## src/rtl/fft_bin_streamer.sv

```systemverilog
// Captures a 16-bin parallel FFT result frame and replays it one complex bin per
// valid/ready beat, optionally undoing base-4 digit reversal.
module fft_bin_streamer #(
  parameter int WIDTH     = 16,
  parameter int DIGIT_REV = 1
) (
  input  logic                i_clk,
  input  logic                i_rst_n,
  input  logic                i_fft_done,
  input  logic [WIDTH*16-1:0] i_fft_real_in,
  input  logic [WIDTH*16-1:0] i_fft_imag_in,
  output logic                o_m_valid,
  input  logic                i_m_ready,
  output logic [WIDTH-1:0]    o_m_real,
  output logic [WIDTH-1:0]    o_m_imag,
  output logic [3:0]          o_m_index,
  output logic                o_m_last,
  output logic                o_busy,
  output logic                o_overrun,
  input  logic                i_ovr_clr,
  output logic [7:0]          o_frame_count
);

  typedef enum logic {S_IDLE = 1'b0, S_STREAM = 1'b1} state_t;

  state_t           r_state;
  state_t           w_state_nxt;
  logic [3:0]       r_k;
  logic [3:0]       w_k_nxt;
  logic [3:0]       w_slot;
  logic             w_hs;
  logic             w_capture;
  logic             w_drop;
  logic             r_overrun;
  logic [7:0]       r_frame_count;
  logic [WIDTH-1:0] r_buf_re [16];
  logic [WIDTH-1:0] r_buf_im [16];

  assign w_hs   = o_m_valid & i_m_ready;
  // Digit reversal in base 4 is just swapping the two 2-bit halves of k.
  assign w_slot = (DIGIT_REV != 0) ? {r_k[1:0], r_k[3:2]} : r_k;

  assign o_m_valid     = (r_state == S_STREAM);
  assign o_busy        = (r_state == S_STREAM);
  assign o_m_index     = r_k;
  assign o_m_last      = o_m_valid & (r_k == 4'd15);
  assign o_m_real      = r_buf_re[w_slot];
  assign o_m_imag      = r_buf_im[w_slot];
  assign o_overrun     = r_overrun;
  assign o_frame_count = r_frame_count;

  // Next-state, beat counter and capture/drop decisions.
  always_comb begin
    w_state_nxt = r_state;
    w_k_nxt     = r_k;
    w_capture   = 1'b0;
    w_drop      = 1'b0;
    case (r_state)
      S_IDLE: begin
        if (i_fft_done) begin
          w_state_nxt = S_STREAM;
          w_k_nxt     = 4'd0;
          w_capture   = 1'b1;
        end else begin
          w_state_nxt = S_IDLE;
        end
      end
      S_STREAM: begin
        if (w_hs && (r_k == 4'd15)) begin
          w_k_nxt = 4'd0;
          // A capture landing on the final beat chains straight into the next frame.
          if (i_fft_done) begin
            w_capture = 1'b1;
          end else begin
            w_state_nxt = S_IDLE;
          end
        end else if (w_hs) begin
          w_k_nxt = r_k + 4'd1;
          w_drop  = i_fft_done;
        end else begin
          w_drop = i_fft_done;
        end
      end
      default: begin
        w_state_nxt = S_IDLE;
        w_k_nxt     = 4'd0;
      end
    endcase
  end

  // State, counter, overrun flag and frame counter.
  always_ff @(posedge i_clk) begin
    if (!i_rst_n) begin
      r_state       <= S_IDLE;
      r_k           <= 4'd0;
      r_overrun     <= 1'b0;
      r_frame_count <= 8'd0;
    end else begin
      r_state <= w_state_nxt;
      r_k     <= w_k_nxt;
      if (w_drop) begin
        r_overrun <= 1'b1;
      end else if (i_ovr_clr) begin
        r_overrun <= 1'b0;
      end
      if (w_capture) begin
        r_frame_count <= r_frame_count + 8'd1;
      end
    end
  end

  // Frame buffers, loaded only on an accepted capture.
  always_ff @(posedge i_clk) begin
    if (!i_rst_n) begin
      for (int s = 0; s < 16; s++) begin
        r_buf_re[s] <= '0;
        r_buf_im[s] <= '0;
      end
    end else if (w_capture) begin
      for (int s = 0; s < 16; s++) begin
        r_buf_re[s] <= i_fft_real_in[WIDTH*s +: WIDTH];
        r_buf_im[s] <= i_fft_imag_in[WIDTH*s +: WIDTH];
      end
    end
  end

endmodule
```

## config.mk

```make
export PLATFORM = sky130hd
export DESIGN_NAME = fft_bin_streamer
export DESIGN_NICKNAME = d
export VERILOG_FILES = /design/src/rtl/fft_bin_streamer.sv
export SDC_FILE = /design/constraint.sdc
export NUM_CORES = 1
export LEC_CHECK = 0
export CAP_MARGIN = 15
export CORE_MARGIN = 5
export CORE_UTILIZATION = 45
export CTS_BUF_LIST = sky130_fd_sc_hd__clkbuf_16
export DETAILED_ROUTE_END_ITERATION = 16
export PLACE_DENSITY = 0.86
export SLEW_MARGIN = 15
export SYNTH_ARGS = -nofsm -noshare
export SYNTH_HDL_FRONTEND = slang
export SYNTH_SLANG_ARGS = --single-unit
```

## constraint.sdc

```tcl
create_clock -name i_clk -period 24.1 [get_ports i_clk]
set_input_delay 3.615 -clock i_clk [delete_from_list [all_inputs] [get_ports i_clk]]
set_output_delay 3.615 -clock i_clk [all_outputs]
set_load 0.005 [all_outputs]
```

==> metrics.txt, run 1 <==
CTS clk-pin slew, worst paths=0.06 ns; synthesized area per cell=15.94 um2; # DRC=0; simple-gate portion of the synthesized area=0.1496; remaining global-route overflow=0; PwrDens=69.04 nW/um2; multiplexer share of the synthesized area=0.1237; Worst Setup Start Kind=flop; synth top area cells=edfxtp_1, mux4_2, and3_1, and2_1, a22oi_1; largest net degree at the start of global routing=213; drt wl/cell=25.63 um; Final Skew=0.01889 ns; Cell Area, Placed=29530 um2; top cell type by total area after synthesis=edfxtp_1; die height=238.3 um; setup violators final=0; Warnings, synthesis=0; outcome=completed; port bufs=564; # rows=83; syn nets=1991; Critical Path End Type=primary output; top cell type's share of synthesized area=0.6554; initial core utilization=0.4554; final period utilization=0.3288; Fin. Hold Viols=0; detailed placer's ending HPWL=47.85 mm; post-synthesis cell type count=35; first-pass GRT wire length=101.2 mm; initial antenna violation count=16; layout cell share with drive strength beyond 1=0.1152; #FFs+latches synth=530; area grow syn2layout=33.66%; hold_buf cts=0; I/O pins=565; Util after Layout=0.6087; CTS max path bufs=3; antenna-violating nets left=0; final wirelength=69.41 mm; WP data required=20.48 ns; VDD IR max=49.81 uV; Clock Latency Late Sink=0.59 ns; die width=238.3 um; Max-Cap Viols=0; Least-Margin Pin Slew=1.220 ns; total die area=56800 um2; XOR/XNOR share of the synthesized area=0.002240; total power=2.165 mW; static leakage=12.27 nW; fillers=3695; Setup CP Type=flop to primary output; CP cell instances=buf_4, buf_4, mux4_2, a22oi_1, nand2_1, clkdlybuf4s50_1; FF/Latch Area=15740 um2; Slew headroom=0.1863; CP arrival=4.31 ns; Post-CTS Setup Inserts=0; final instance area=31350 um2; multi-input logic area=7137 um2; # clock sinks=530; Seq/Total Area, Yosys=0.6708; Hold Crit Class=flop to flop; core area=51510 um2; drt pass-1 iters=6; Adder-Cell Fraction of Synth Area=0.001067; CTS Root Cell=clkbuf_16; Worst path max stage delay=0.72 ns; fmax=126.2 MHz; RSZ-0062 raised after global routing=false; Synth Instances=1472; htree depth=2; vias in the first global route=16333; DR iter-0 viols=1720; setup TNS=0 ns; gpl congestion=0.9290; clock buffer count from CTS=55; CP dominant cell by count=buf_4; DR vias/cell=5.738; CP Max Fanout=33; minimum clock period=7.925 ns; post-CTS sizing=0; Post-Syn Area=23460 um2; post-synthesis compound-gate area fraction=0.02635; via count=15538; Pins Over Slew Limit=0; TritonCTS clock tree=yes; Total Routing Usage GR=0.2343; Crit-path slowest cell=dfxtp_4; Final #Nets=2489; largest family of logic cells by synthesized area=simple AND/OR/NAND/NOR gates
-- cells in the final DEF (no fill, tap or decap), drive strengths merged, types with 4 or more instances in the layout --
cell type / count
nand3: 7
xnor2: 5
clkdlybuf4s50: 563
edfxtp: 512
mux4: 128
a22oi: 64
nand2: 35
and3: 320
o21ai: 4
inv: 23
and2: 194
nor2: 13
a21oi: 6
diode: 14
buf: 17
clkinv: 18
clkbuf: 61
dfxtp: 18
-- stage by stage --
step | std cells | hold slack, ns | worst slack [ns]
final | 2708 | 0.5006 | 16.17
after CTS | 2694 | 0.4964 | 16.00
after detailed placement | 2593 | 0.4759 | 16.37
after global placement | 2593 | 0.4820 | 16.61
after floorplan | 1472 | 0.4758 | 7.781
after global routing | 2708 | 0.5622 | 15.73
-- cell type report --
class                   instances  area share
inverters                       5   0.0005986
repair buffers                580      0.1847
diodes                         14    0.001117
clock buffers                  61     0.04869
multi-input cells             798      0.2276
well taps                     680     0.02714
flip-flops and latches        530      0.5021
clock inverters                40    0.008061
-- worst paths after layout --
path / from / endpoint / slack (ns) / cells past startpoint
setup / recovery: flop / o_m_real[10] / 16.17 / 6
hold / removal: o_overrun$_SDFFE_PN0P_ / o_overrun$_SDFFE_PN0P_ / 0.50 / 2
setup reg to reg: o_m_index[0]$_SDFFE_PN0P_ / r_buf_re[7][14]$_SDFFCE_PN0P_ / 19.84 / 6
hold reg to reg: o_overrun$_SDFFE_PN0P_ / o_overrun$_SDFFE_PN0P_ / 0.50 / 2
-- worst max-delay path, delay by kind of cell, from the launching register on --
family	cells	cell delay, ns
AO/OA/AOI/OAI	1	0.44
AND/OR/NAND/NOR	1	0.16
buffers and inverters	3	1.71
flip-flops	1	0.72
multiplexers	1	0.60
-- cells in the mapped netlist --
library cell / number
a2111oi_2: 1
a211oi_1: 2
a21oi_1: 5
a21oi_4: 1
a22oi_1: 64
a32oi_1: 2
and2_1: 194
and3_1: 320
and4_1: 1
buf_1: 4
buf_2: 18
buf_4: 5
clkbuf_1: 84
clkbuf_2: 28
dfxtp_1: 18
edfxtp_1: 512
ha_1: 2
inv_1: 5
mux2i_1: 2
mux4_2: 128
nand2_1: 35
nand3_1: 7
nand4_1: 2
nand4_4: 1
nand4b_1: 1
nor2_1: 13
nor2b_1: 3
o211ai_1: 1
o21ai_0: 3
o21ai_2: 1
o311a_1: 1
o31ai_1: 1
or4_1: 1
xnor2_1: 5
xor2_1: 1
-- logic make-up (layout without fill, tap and decap cells) --
logic type / Yosys count / after routing
XOR/XNOR: 6 / 6
other: 0 / 14
adder cells (fa/ha/maj): 2 / 2
AO/OA/AOI/OAI: 82 / 82
AND/OR/NAND/NOR: 578 / 578
buffers and inverters: 144 / 686
flip-flops: 530 / 530
multiplexers: 130 / 130
-- registers in the layout, indices dropped and copies added (netlist names), named ones only --
signal / flops
o_overrun: 1
o_m_index: 4
o_busy: 1
r_buf_im: 256
r_buf_re: 256
o_frame_count: 8
-- report_power, final --
group | switching [mW] | total [mW] | internal (mW)
Sequential | 0.0222 | 1.11 | 1.09
Clock | 0.351 | 0.834 | 0.484
Combinational | 0.0928 | 0.220 | 0.127
Total | 0.466 | 2.16 | 1.70
-- layer usage --
metal | GRT usage | wire [um] | share of wire | up-vias
met2 | 0.3817 | 34390 | 0.50 | 933
li1 | - | - | - | 6743
met3 | 0.05687 | 6663 | 0.096 | 154
met5 | 0 | 13 | 0.00019 | -
met1 | 0.3100 | 25940 | 0.37 | 7706
met4 | 0.08609 | 2408 | 0.035 | 2
No activity file was read; power rests on OpenSTA's default activity.
==> run 2, diff against run 1 <==
--- a/config.mk
+++ b/config.mk
@@ -10,7 +10,7 @@
 export CORE_UTILIZATION = 45
 export CTS_BUF_LIST = sky130_fd_sc_hd__clkbuf_16
 export DETAILED_ROUTE_END_ITERATION = 16
-export PLACE_DENSITY = 0.86
+export PLACE_DENSITY = 0.88
 export SLEW_MARGIN = 15
 export SYNTH_ARGS = -nofsm -noshare
 export SYNTH_HDL_FRONTEND = slang
==> constraint.sdc (replaced) <==
create_clock -name i_clk -period 7.1 [get_ports i_clk]
set_input_delay 1.065 -clock i_clk [delete_from_list [all_inputs] [get_ports i_clk]]
set_output_delay 1.065 -clock i_clk [all_outputs]
set_load 0.005 [all_outputs]
==> run 2 against run 1 <==
Against the previous run: the run now ends with max-slew violations left; sequential power grew to 3.4 times the previous value; critical endpoint is now o_m_real[13]; setup slack worse by 14 ns; sequential share of layout area is 0.17 points lower; clock-buffer cell count is 7 lower; combinational power grew to 3.4 times the previous value; die area stayed put.
==> metrics.txt, run 2 (synthesis results as in run 1) <==
I/O pins=565 (unchanged); hold path startpoint=o_overrun$_SDFFE_PN0P_; Hold Crit Class=flop to flop; sw frac=0.2142 (-0.001051); clock share of power=0.391 (+0.006); Total Routing Usage GR=0.2355 (+0.001116); # DRC=0 (unchanged); Max-Cap Viols=0 (unchanged); area grow syn2layout=34.10%; remaining global-route overflow=0 (unchanged); total die area=56800 um2 (unchanged); post-CTS sizing=0 (unchanged); gpl congestion=0.9262 (-0.30%); static leakage=12.27 nW (about the same); most frequent cells in the layout=clkdlybuf4s50_1, edfxtp_1, and3_1; CTS clk-pin slew, worst paths=0.06 ns (about the same); DR iter-0 viols=1658 (-3.6%); setup violators final=0 (unchanged); first-pass GRT wire length=100.6 mm (-0.53%); DR vias/cell=5.702 (-0.62%); share of power burned in registers=0.509 (-0.004); drt wl/cell=25.75 um (+0.46%); final wirelength=69.97 mm (+0.80%); setup TNS=0 ns (unchanged); Worst path max stage delay=0.94 ns (+0.22 ns); vias in the first global route=15872 (-2.8%); Final #Nets=2489 (unchanged); Worst Setup Start Kind=flop; antenna-violating nets left=0 (unchanged); initial core utilization=0.4554 (unchanged); Pins Over Slew Limit=84 (+84); fmax=205.1 MHz; CP cell instances=buf_4, mux4_2, a22oi_1, nand2_1, clkdlybuf4s50_1; Critical Path End Type=primary output; outcome=finished with violations; hold_buf cts=0 (unchanged); CP Max Fanout=58 (+76%); Hold Path Depth=2 (unchanged); largest net degree at the start of global routing=323 (+52%); minimum clock period=4.876 ns; die width=238.3 um (unchanged); Crit-path slowest cell=dfxtp_4; CP arrival=3.81 ns (-0.50 ns); # clock sinks=530 (unchanged); Reg2Reg Depth=5 (-1); Fin. Hold Viols=0 (unchanged); final period utilization=0.6867; CTS Root Cell=clkbuf_16; clock buffer count from CTS=54 (-1.8%); PwrDens=236.0 nW/um2 (+240%); internal power=5.834 mW (+240%); violated checks=max-slew violations; layout cell share with drive strength beyond 1=0.1157 (+0.0005540); # rows=83 (unchanged); Final Skew=0.02485 ns (+0.005961 ns); initial antenna violation count=22 (+6); RSZ-0062 raised after global routing=false; port bufs=564 (unchanged); drt pass-1 iters=8 (+2); htree depth=2 (unchanged); Least-Margin Pin Slew=1.535 ns (+0.3144 ns); commonest non-fill, non-tap cell in the layout=clkdlybuf4s50_1; core area=51510 um2 (unchanged); Post-CTS Setup Inserts=0 (unchanged); WP data required=6.03 ns (-14.45 ns); Slew headroom=-0.02329 (-0.2096); TritonCTS clock tree=yes; Hold Slack=0.5096 ns (+0.009041 ns); Clock Latency Late Sink=0.59 ns (about the same); detailed placer's ending HPWL=47.83 mm (about the same); die height=238.3 um (unchanged); Setup CP Type=flop to primary output; VDD IR max=181.1 uV (+260%); combinational power share=0.101 (about the same); worst flop-to-flop path startpoint=o_m_index[0]$_SDFFE_PN0P_; NetSw=1.590 mW (+240%); via count=15493 (-0.29%); CTS max path bufs=3 (unchanged)
run 2: cell types whose count changed in the layout (fill, tap and decap cells not counted), moves of 3 or more:
| cell | previous run | this run |
|---|---|---|
| clkinvlp_4 | 1 | 4 |
| clkbuf_16 | 61 | 54 |
| inv_1 | 18 | 15 |
| buf_12 | 1 | 5 |
| inv_2 | 3 | 0 |
| bufinv_16 | 3 | 9 |
| diode_2 | 14 | 24 |
run 2: worst paths after layout:
check / end / slack, ns
min reg2reg: o_overrun$_SDFFE_PN0P_ / 0.51
max reg2reg: r_buf_re[5][15]$_SDFFCE_PN0P_ / 4.04
min: o_overrun$_SDFFE_PN0P_ / 0.51
max: o_m_real[13] / 2.22
run 2: power by group through the flow:
stage               Sequential [mW]  Combinational, mW  Clock [mW]
floorplan                      3.82              0.302           0
global placement               3.82              0.728           0
detailed placement             3.83              0.740           0
finish                         3.77              0.747        2.90
global route                   3.79              0.792        3.07
CTS                            3.77              0.747        2.94
run 2: stage by stage:
step / std cells / instance area, um2 / setup slack, ns / power [mW] / util
floorplan: 1472 / 23470 / 1.497 / 4.118 / -
finish: 2717 / 31460 / 2.224 / 7.423 / 0.6107
detailed placement: 2594 / 29600 / 2.882 / 4.574 / 0.5746
CTS: 2693 / 31400 / 2.181 / 7.458 / 0.6096
global placement: 2594 / 29600 / 2.909 / 4.548 / 0.5746
global route: 2717 / 31460 / 2.016 / 7.651 / 0.6107
run 2: cell type report:
cell class / count / area (um2)
fillers: 3706 / 20050
flip-flops and latches: 530 / 15740
multi-input cells: 798 / 7146
repair buffers: 581 / 5841
clock buffers: 54 / 1351
well taps: 680 / 850.8
clock inverters: 45 / 447.9
diodes: 24 / 60.06
inverters: 5 / 18.77
run 2: worst max-delay path, delay by kind of cell, from the launching register on:
family / cells / cell delay, ns
DFF: 1 / 0.94
buffers and inverters: 2 / 1.13
AOI/OAI and AO/OA: 1 / 0.57
muxes: 1 / 0.39
and+or+nand+nor: 1 / 0.18
run 2: metal layers:
metal,part of all wire,wire length [um],track usage,vias to the layer above
met1,0.38,26240,0.3115,7637
met4,0.040,2792,0.1019,0
met5,0,0,0,-
met2,0.49,33990,0.3752,935
met3,0.099,6949,0.05802,153
li1,-,-,-,6768
==> run 3, diff against run 2 <==
--- a/config.mk
+++ b/config.mk
@@ -10,7 +10,7 @@
 export CORE_UTILIZATION = 45
 export CTS_BUF_LIST = sky130_fd_sc_hd__clkbuf_16
 export DETAILED_ROUTE_END_ITERATION = 16
-export PLACE_DENSITY = 0.88
+export PLACE_DENSITY = 0.86
 export SLEW_MARGIN = 15
 export SYNTH_ARGS = -nofsm -noshare
 export SYNTH_HDL_FRONTEND = slang
==> constraint.sdc (replaced) <==
create_clock -name i_clk -period 4.91 [get_ports i_clk]
set_input_delay 0.7365 -clock i_clk [delete_from_list [all_inputs] [get_ports i_clk]]
set_output_delay 0.7365 -clock i_clk [all_outputs]
set_load 0.005 [all_outputs]
==> run 3 against run 2 <==
Against the previous run: die area did not move; setup slack got worse by 1.5 ns; design area is essentially flat; critical endpoint is now o_m_imag[1]; sequential cell count did not move; core utilization hardly changed; sequential share of layout area hardly changed; clock-buffer cell count grew 1; global-route usage up 0.31 points; the run now ends clean; clock power rose by 38%; routed wire length increased by 1.1%.
==> metrics.txt, run 3 (synthesis results as in run 1) <==
I/O pins=565 (unchanged); clock share of power=0.379 (-0.012); CTS clk-pin slew, worst paths=0.06 ns (about the same); DR iter-0 viols=1848 (+11%); combinational power share=0.104 (+0.003); die height=238.3 um (unchanged); # rows=83 (unchanged); R2R Setup Slk=2.16 ns (-1.88 ns); commonest non-fill, non-tap cell in the layout=clkdlybuf4s50_1; most frequent cells in the layout=clkdlybuf4s50_1, edfxtp_1, and3_1; layout cell share with drive strength beyond 1=0.1184 (+0.002628); Post-CTS Setup Inserts=0 (unchanged); Pins Over Slew Limit=0 (-100%); outcome=completed; clock buffer count from CTS=54 (unchanged); PwrDens=334.7 nW/um2 (+42%); met1 Usage GRT=0.3120 (+0.0005513); CP Max Fanout=26 (-55%); setup violators final=0 (unchanged); vias in the first global route=16129 (+1.6%); antenna-violating nets left=0 (unchanged); Slew headroom=0.3028 (+0.3261); drt wl/cell=26.04 um (+1.1%); Final Non-Filler Cells=2716 (-0.037%); # clock sinks=530 (unchanged); CTS max path bufs=3 (unchanged); Critical Path End Type=primary output; fmax=240.6 MHz; Final #Nets=2499 (+0.40%); drt pass-1 iters=5 (-3); initial antenna violation count=23 (+4.5%); Setup CP Type=flop to primary output; setup TNS=0 ns (unchanged); Least-Margin Pin Slew=1.046 ns (-0.4891 ns); internal power=8.255 mW (+42%); die width=238.3 um (unchanged); area grow syn2layout=34.18% (about the same); port bufs=564 (unchanged); TritonCTS clock tree=yes; WP data required=4.17 ns (-1.86 ns); Fin. Hold Viols=0 (unchanged); post-CTS sizing=0 (unchanged); grt met2 use=0.3959 (+0.02072); DR vias/cell=5.763 (+1.1%); Worst Setup Start Kind=flop; final period utilization=0.8465; gpl congestion=0.9221 (-0.44%); Final Skew=0.01750 ns (-0.007354 ns); minimum clock period=4.156 ns; hold_buf cts=0 (unchanged); via count=15653 (+1.0%); busiest grt layer=met2; Max-Cap Viols=0 (unchanged); core area=51510 um2 (unchanged); total die area=56800 um2 (unchanged); Clock Latency Late Sink=0.59 ns (about the same); initial core utilization=0.4554 (unchanged); htree depth=2 (unchanged); CTS Root Cell=clkbuf_16; sw frac=0.2165 (+0.002323); fillers=3712 (+0.16%); met3 Usage GRT=0.05871 (+0.0006935); # DRC=0 (unchanged); remaining global-route overflow=0 (unchanged); largest net degree at the start of global routing=232 (-28%); first-pass GRT wire length=101.8 mm (+1.1%); VDD IR max=320.4 uV (+77%); share of power burned in registers=0.517 (+0.008); placed insts=2604 (+0.39%); final wirelength=70.72 mm (+1.1%); Hold Crit Class=flop to flop; static leakage=12.30 nW (+0.20%); NetSw=2.281 mW (+43%); Total Routing Usage GR=0.2386 (+0.003085); RSZ-0062 raised after global routing=false; detailed placer's ending HPWL=49.75 mm (+4.0%); CP arrival=3.42 ns (-0.39 ns)
-- run 3: critical path, stage by stage (launching register included) --
cell	delay, ns
dfxtp_4	0.71
buf_4	0.37
mux4_2	0.55
a22oi_1	0.48
nand2_1	0.20
clkdlybuf4s50_1	0.50
-- run 3: path summary, 6_finish.rpt --
kind	from	end	depth (start not counted)
min reg2reg	o_overrun$_SDFFE_PN0P_	o_overrun$_SDFFE_PN0P_	2
min	o_overrun$_SDFFE_PN0P_	o_overrun$_SDFFE_PN0P_	2
max	flop	o_m_imag[1]	5
max reg2reg	o_busy$_SDFF_PN0_	r_buf_re[0][9]$_SDFFCE_PN0P_	4
-- run 3: area by class of cell --
type                    count  area, um2  share of cell area
flip-flops and latches    530      15740              0.5001
multi-input cells         798       7146              0.2270
repair buffers            591       5978              0.1899
clock buffers              55       1376             0.04373
well taps                 680      850.8             0.02703
clock inverters            40      321.6             0.01022
diodes                     17      42.54            0.001352
inverters                   5      18.77           0.0005963
-- run 3: per-layer routing --
layer / vias to the layer above / wire length [um]
met4: 12 / 2261
li1: 6776 / -
met3: 147 / 6684
met5: - / 87
met2: 952 / 35060
met1: 7766 / 26630
-- run 3: power by group through the flow --
stage / Clock [mW] / Combinational, mW / Sequential (mW)
2_1_floorplan: 0 / 0.438 / 5.50
3_3_place_gp: 0 / 1.07 / 5.52
3_5_place_dp: 0 / 1.09 / 5.54
4_1_cts: 4.04 / 1.10 / 5.45
5_1_grt: 4.23 / 1.16 / 5.47
6_report: 3.99 / 1.10 / 5.45
-- run 3: per-stage QoR --
| step | cell area [um2] | hold WS, ns | utilization | power, mW | setup slack (ns) |
|---|---|---|---|---|---|
| finish | 31480 | 0.5099 | 0.6111 | 10.54 | 0.7536 |
| global route | 31470 | 0.5616 | 0.6110 | 10.86 | 0.4984 |
| floorplan | 23480 | 0.4758 | - | 5.936 | 0.8719 |
| global placement | 29740 | 0.4846 | 0.5773 | 6.590 | 1.366 |
| detailed placement | 29740 | 0.4871 | 0.5773 | 6.625 | 1.326 |
| CTS | 31430 | 0.5057 | 0.6103 | 10.59 | 0.6716 |
